--- src/rtl/shift_sequencer_if.sv ---
// Request/response bundle for the multi-cycle shift sequencer.
// The master drives the request, and the slave (the sequencer) returns the result and status.
interface shift_sequencer_if;
    logic        start;
    logic [1:0]  op;
    logic        amt_sel;
    logic [4:0]  shamt;
    logic [31:0] amt_reg;
    logic [31:0] data_in;
    logic [31:0] result;
    logic        busy;
    logic        done;

    modport master (
        output start, op, amt_sel, shamt, amt_reg, data_in,
        input  result, busy, done
    );

    modport slave (
        input  start, op, amt_sel, shamt, amt_reg, data_in,
        output result, busy, done
    );
endinterface

--- src/rtl/shift_sequencer.sv ---
// Bit-serial shifter that moves a 32-bit operand one position per cycle.
// It supports SLL, SRL, SRA and ROTR, and pulses done when the full amount has been applied.
module shift_sequencer (
    input  logic                     clk,
    input  logic                     reset,
    shift_sequencer_if.slave         sif
);

    typedef enum logic [1:0] {
        ST_IDLE  = 2'd0,
        ST_SHIFT = 2'd1,
        ST_DONE  = 2'd2
    } state_t;

    localparam logic [1:0] OP_SLL  = 2'b00;
    localparam logic [1:0] OP_SRL  = 2'b01;
    localparam logic [1:0] OP_SRA  = 2'b10;
    localparam logic [1:0] OP_ROTR = 2'b11;

    state_t      state_r;
    state_t      state_nxt_s;
    logic [31:0] work_r;
    logic [31:0] work_nxt_s;
    logic [4:0]  cnt_r;
    logic [4:0]  cnt_nxt_s;
    logic [1:0]  op_r;
    logic [1:0]  op_nxt_s;
    logic        busy_r;
    logic        done_r;
    logic [4:0]  amount_s;
    logic        amt_hi_unused_s;

    // Only the low five bits of the register operand form the amount.
    assign amt_hi_unused_s = ^sif.amt_reg[31:5];
    assign amount_s        = sif.amt_sel ? sif.amt_reg[4:0] : sif.shamt;

    function automatic logic [31:0] shift_one(input logic [1:0] op, input logic [31:0] val);
        logic [31:0] res;
        case (op)
            OP_SLL:  res = {val[30:0], 1'b0};
            OP_SRL:  res = {1'b0, val[31:1]};
            OP_SRA:  res = {val[31], val[31:1]};
            OP_ROTR: res = {val[0], val[31:1]};
            default: res = val;
        endcase
        return res;
    endfunction

    // Next-state, datapath and counter update
    always_comb begin
        state_nxt_s = state_r;
        work_nxt_s  = work_r;
        cnt_nxt_s   = cnt_r;
        op_nxt_s    = op_r;
        case (state_r)
            ST_IDLE: begin
                if (sif.start) begin
                    work_nxt_s  = sif.data_in;
                    op_nxt_s    = sif.op;
                    cnt_nxt_s   = amount_s;
                    state_nxt_s = (amount_s == 5'd0) ? ST_DONE : ST_SHIFT;
                end else begin
                    state_nxt_s = ST_IDLE;
                end
            end
            ST_SHIFT: begin
                work_nxt_s = shift_one(op_r, work_r);
                // A zero count here is unreachable; leave rather than wrap.
                if (cnt_r <= 5'd1) begin
                    cnt_nxt_s   = 5'd0;
                    state_nxt_s = ST_DONE;
                end else begin
                    cnt_nxt_s   = cnt_r - 5'd1;
                    state_nxt_s = ST_SHIFT;
                end
            end
            ST_DONE: begin
                state_nxt_s = ST_IDLE;
            end
            default: begin
                state_nxt_s = ST_IDLE;
            end
        endcase
    end

    // State, datapath and registered status outputs
    always_ff @(posedge clk or negedge reset) begin
        if (!reset) begin
            state_r <= ST_IDLE;
            work_r  <= 32'h0000_0000;
            cnt_r   <= 5'd0;
            op_r    <= 2'b00;
            busy_r  <= 1'b0;
            done_r  <= 1'b0;
        end else begin
            state_r <= state_nxt_s;
            work_r  <= work_nxt_s;
            cnt_r   <= cnt_nxt_s;
            op_r    <= op_nxt_s;
            busy_r  <= (state_nxt_s != ST_IDLE);
            done_r  <= (state_nxt_s == ST_DONE);
        end
    end

    assign sif.result = work_r;
    assign sif.busy   = busy_r;
    assign sif.done   = done_r;

endmodule
--- src/flat_wrapper.sv ---
// flat-port wrapper written by rule: the top's interface ports become plain ports
module shift_sequencer_flat 
  (clk, reset, sif_start, sif_op, sif_amt_sel, sif_shamt, sif_amt_reg, sif_data_in, sif_result, sif_busy, sif_done);
  shift_sequencer_if sif_i ();
  input  logic clk;
  input  logic reset;
  input wire logic [$bits(sif_i.start)-1:0] sif_start;
  input wire logic [$bits(sif_i.op)-1:0] sif_op;
  input wire logic [$bits(sif_i.amt_sel)-1:0] sif_amt_sel;
  input wire logic [$bits(sif_i.shamt)-1:0] sif_shamt;
  input wire logic [$bits(sif_i.amt_reg)-1:0] sif_amt_reg;
  input wire logic [$bits(sif_i.data_in)-1:0] sif_data_in;
  output wire logic [$bits(sif_i.result)-1:0] sif_result;
  output wire logic [$bits(sif_i.busy)-1:0] sif_busy;
  output wire logic [$bits(sif_i.done)-1:0] sif_done;
  assign sif_i.start = sif_start;
  assign sif_i.op = sif_op;
  assign sif_i.amt_sel = sif_amt_sel;
  assign sif_i.shamt = sif_shamt;
  assign sif_i.amt_reg = sif_amt_reg;
  assign sif_i.data_in = sif_data_in;
  assign sif_result = sif_i.result;
  assign sif_busy = sif_i.busy;
  assign sif_done = sif_i.done;
  shift_sequencer u_core (.clk(clk), .reset(reset), .sif(sif_i));
endmodule
--- config.mk ---
export PLATFORM = sky130hd
export DESIGN_NAME = shift_sequencer_flat
export DESIGN_NICKNAME = d
export VERILOG_FILES = /design/src/rtl/shift_sequencer_if.sv /design/src/rtl/shift_sequencer.sv /design/src/flat_wrapper.sv
export SDC_FILE = /design/constraint.sdc
export NUM_CORES = 1
export LEC_CHECK = 0
export CAP_MARGIN = 5
export CORE_MARGIN = 2
export CORE_UTILIZATION = 30
export CTS_BUF_LIST = sky130_fd_sc_hd__clkbuf_2 sky130_fd_sc_hd__clkbuf_4 sky130_fd_sc_hd__clkbuf_8
export DETAILED_ROUTE_END_ITERATION = 6
export GPL_ROUTABILITY_DRIVEN = 0
export PLACE_DENSITY = 0.64
export SKIP_LAST_GASP = 1
export SYNTH_ARGS = -nofsm -noshare
export SYNTH_HDL_FRONTEND = slang
export SYNTH_SLANG_ARGS = --single-unit
--- constraint.sdc ---
create_clock -name clk -period 1.3 [get_ports clk]
set_input_delay 0.26 -clock clk [delete_from_list [all_inputs] [get_ports clk]]
set_output_delay 0.26 -clock clk [all_outputs]
set_load 0.01 [all_outputs]
==> metrics list <==
- In the global route stage, overall resource usage came out at 0.181.
- Share of synthesized area occupied by flip-flops and latches: 0.434
- Via count of the first global-routing pass: 2581
* Highest net fanout along the worst path: 4
- Final-layout worst hold slack: 0.461 ns
- Total via count in the routed design: 2792
* Fraction of post-synthesis cell area in the top cell type by area: 0.434
- The most used flip-flop cell after synthesis is dfrtp_1.
- Grt met3 use: 0.0359
- Fraction of final layout cells sized beyond drive strength 1: 0.338
- First element of the critical path: u_core.cnt_r[0]
- Summed over all cells, the static leakage comes to between 1.5 and 2 nW.
- The core region is 8090 um^2.
* Global-route track usage on met2: 0.295
* Final-report max-slew violation count: 0
* R2r endpoint: u_core.cnt_r[0]
- Buffers plus inverters on the worst setup path: 0
- The final layout contains routed wiring with a total length of just under 9 mm.
* Multiplexer share of the synthesized area: 0.0313
* Adder and majority gate portion of the synthesized area: 0.0101
- Width of the chip: 94.9 um
* Drt first pass iters: 5
* Peak supply drop: 1300 uV
- Initial drt markers: 145
* Dominant cell type by area after synthesis: dfrtp_1
- Initial core utilization: 0.306
- Fill cells in the final layout number 731.
- Number of setup violations in the final report: 11
- The repair_antennas step left the layout with diodes totalling 0.
* H-tree level count: 2
- Wire length of the first global-routing pass: 12.7 mm
- STA classifies the critical path startpoint as a register.
- The floorplan step set the die height to 94.9 um.
- Summing all placed instances gives a cell area of 3610 um^2.
* Floorplan die area: 9010 um^2
* Via density per instance: around 5.2
- Number of sinks driven by the clock tree: 43
- I/O pin count: about 110
- Once detailed placement completed, the half-perimeter wirelength came to 5.24 mm.
* Final hold violation count: 0
* Mean Syn Cell Area: between 8 and 9 um^2
* Detail Route Antenna Nets: 0
* Net count, final: roughly 510
- Largest net degree at the start of global routing: 25
- Of the total synthesized cell area, the portion taken by XOR and XNOR cells is 0.
* Fraction of met1 tracks used by global routing: 0.247
- Summing all multi-input logic gate instances after layout gives 1570 um^2.
- Clock tree skew after final layout: 0.00355 ns
- Clock tree root buffer cell: clkbuf_8
* Setup repair after global routing missed its margin: true
* Max cap viols: 0
- Data arrival time at the worst-slack endpoint: 1.60 ns
- Clock-pin transition on the worst setup and hold timing paths: approximately 0.09 ns
- Hold Path Class: in2async
- After synthesis, the largest family of logic cells by area is compound AO/OA/AOI/OAI gates.
- The run finished, with violations left.
- At the end of the flow the core is filled with cells to 0.557.
* TritonCTS clock tree: done
- The initial antenna violation count came to 0.
* Kind of capture point of the worst setup path: register
- Of the available clock period, the critical path in the final layout requires 1.06.
- Final design instance area without fill: between 4000 and 5000 um^2
- Post-Synth Simple-Gate Area: 0.197
* Post-synthesis compound-gate area fraction: 0.267
- CP peak stage delay: about 0.43 ns
* CP Cell Sequence: ha_4 -> o21bai_4 -> a21o_1 -> o22a_1 -> o21ai_1
* Synthesized instance count: just under 300
- Register bit total from synthesis: 43
- Power spread over the standard cell area amounts to 2920 nW/um^2.
* Area Growth Syn to Fin: 81.8%
- Summing all flip-flop and latch instances after layout gives 1080 um^2.
* Clock insertion delay at the later pin of the skew report: 0.30 ns
- Post-layout worst setup margin: -0.0807 ns
- After global routing the overflow that remains totals 0.
- Worst Path Class, Setup: reg2reg
- Most crowded layer after global routing: met2
- The netlist uses 36 different library cells.
- Kind of cell adding the most delay to the critical path: compound AO/OA/AOI/OAI gates
* Synth area leaders: dfrtp_1 (43%), a211oi_1 (9.1%), nor2b_1 (8.1%)
- TritonCTS created 5 clock buffers.
* Row count: 33
- Critical-path top delay cell: dfrtp_1
- For the finished layout, the period the worst path requires is roughly 1.4 ns.
* End of the critical path: u_core.cnt_r[0]
- Pin slew with the least headroom to its limit: 0.341 ns
- Pre-CTS setup slack: -0.416 ns
- Synthesis Warnings: 0
* Achievable frequency: 0.724 GHz
* Area of the mapped netlist: 2480 um^2
* Worst slew margin: 0.772
- Worst-case clock buffer depth: 2
- Counting every net in the synthesized netlist gives 368.
- WL/cell: roughly 16 um
* Slack of the worst reg-to-reg path: -0.08 ns
- Of all flip-flops after synthesis, the portion carrying an async set or reset was 1.00.
- Data required time of the critical path: 1.52 ns
* Number of port buffers: 81
* Post-route DRC: 0
- R2r startpoint: u_core.cnt_r[0]
* Violations in the final reports: negative setup slack
- Yosys mapped a number of flops with a built-in enable equal to 0.
- Total stage count of the critical path: 5
- Reg2Reg Depth: 5
==> power breakdown <==
group          internal, mW  switching [mW]  total [mW]  leakage [nW]
registers              2.07           0.531        2.60         0.515
clock network         0.507           0.481       0.988        0.0549
logic                  5.04            4.52        9.56          1.37
total                  7.61            5.53        13.1          1.94
==> synth_stat cells, drive strengths merged (2+ instances only) <==
cell type and count:
nor2b 32, mux2 3, nor3 2, o21ai 67, o311ai 2, nand2 49, mux2i 4, clkbuf 8
nor2 12, inv 4, ha 2, dfrtp 43, o22ai 3, buf 15, a211oi 30, o22a 2
==> logic make-up after synthesis <==
| logic type | Yosys count |
|---|---|
| AO/OA/AOI/OAI | 110 |
| AND/OR/NAND/NOR | 102 |
| flip-flops | 43 |
| buffers and inverters | 27 |
| multiplexers | 7 |
| adder cells (fa/ha/maj) | 2 |
==> area by class of cell <==
cell class | count | share of cell area
repair buffers | 156 | 0.355
multi-input cells | 221 | 0.348
flip-flops and latches | 43 | 0.239
well taps | 105 | 0.0292
clock buffers | 8 | 0.0230
inverters | 4 | 0.00611
==> through the flow <==
| stage | power (mW) | instances | TNS, ns |
|---|---|---|---|
| 2_1_floorplan | 6.29 | 291 | -0.111 |
| 3_3_place_gp | 9.00 | 488 | -11.98 |
| 3_5_place_dp | 9.16 | 488 | -12.43 |
| 4_1_cts | 11.1 | 516 | -0.415 |
| 5_1_grt | 14.0 | 537 | -1.50 |
| 6_report | 13.1 | 537 | -0.208 |
==> repair_timing <==
item                                    in CTS  in global routing
resized for setup                           65                 70
endpoints found under the setup margin      68                 52
hold endpoints to repair                    43                  0
buffers inserted                            16                 15
gates cloned                                 3                  6
pin swaps                                   12                 56
hold buffers                                 1                  0
==> flip-flops by register name (all words and copies together), names as in the netlist <==
signal             cells
u_core.state_r         2
u_core.sif.result     32
u_core.op_r            2
u_core.sif.done        1
u_core.sif.busy        1
u_core.cnt_r           5
==> cells in the final DEF, fill, tap and decap left out, drive strengths merged <==
cell type and count:
buf 69, or2 1, o22a 2, a221oi 1, o21bai 1, nor2b 32, dlygate4sd3 1, nor4 1
mux2 3, nand2 49, clkinv 1, a211oi 30, o311ai 2, o22ai 3, nor3 2, dfrtp 43
a21o 1, and2 1, and4 1, dlygate4sd2 30, ha 2, inv 3, a31oi 1, mux2i 4
clkbuf 14, a21oi 1, o21ai 67, nor2 12, clkdlybuf4s15 5, nor4b 1, a22oi 1, nand2b 1
clkdlybuf4s50 44, nand3 1, dlymetal6s2s 1
==> worst register-to-register path, cell delays in order, from the launching register on <==
cell,delay (ns)
dfrtp_1,0.43
ha_4,0.17
o21bai_4,0.17
a21o_1,0.21
o22a_1,0.20
o21ai_1,0.12
==> metal layers <==
layer  share of wire  wire (um)
met1            0.44       3840
met2            0.50       4380
met3           0.058        508
met4          0.0093         82
met5               0          0
==> worst min path at each step <==
| stage | startpoint | to | slack [ns] | cells past startpoint |
|---|---|---|---|---|
| after detailed placement | reset | u_core.sif.result[7] | 0.26 | 2 |
| after global routing | reset | u_core.sif.result[9] | 0.49 | 3 |
| after floorplan | reset | u_core.cnt_r[0] | -0.04 | 0 |
| after global placement | reset | u_core.sif.result[7] | 0.26 | 2 |
| final | reset | u_core.sif.result[7] | 0.46 | 3 |
| after CTS | reset | u_core.sif.result[7] | 0.47 | 3 |
Note: power is estimated with default switching activity, not from simulation.
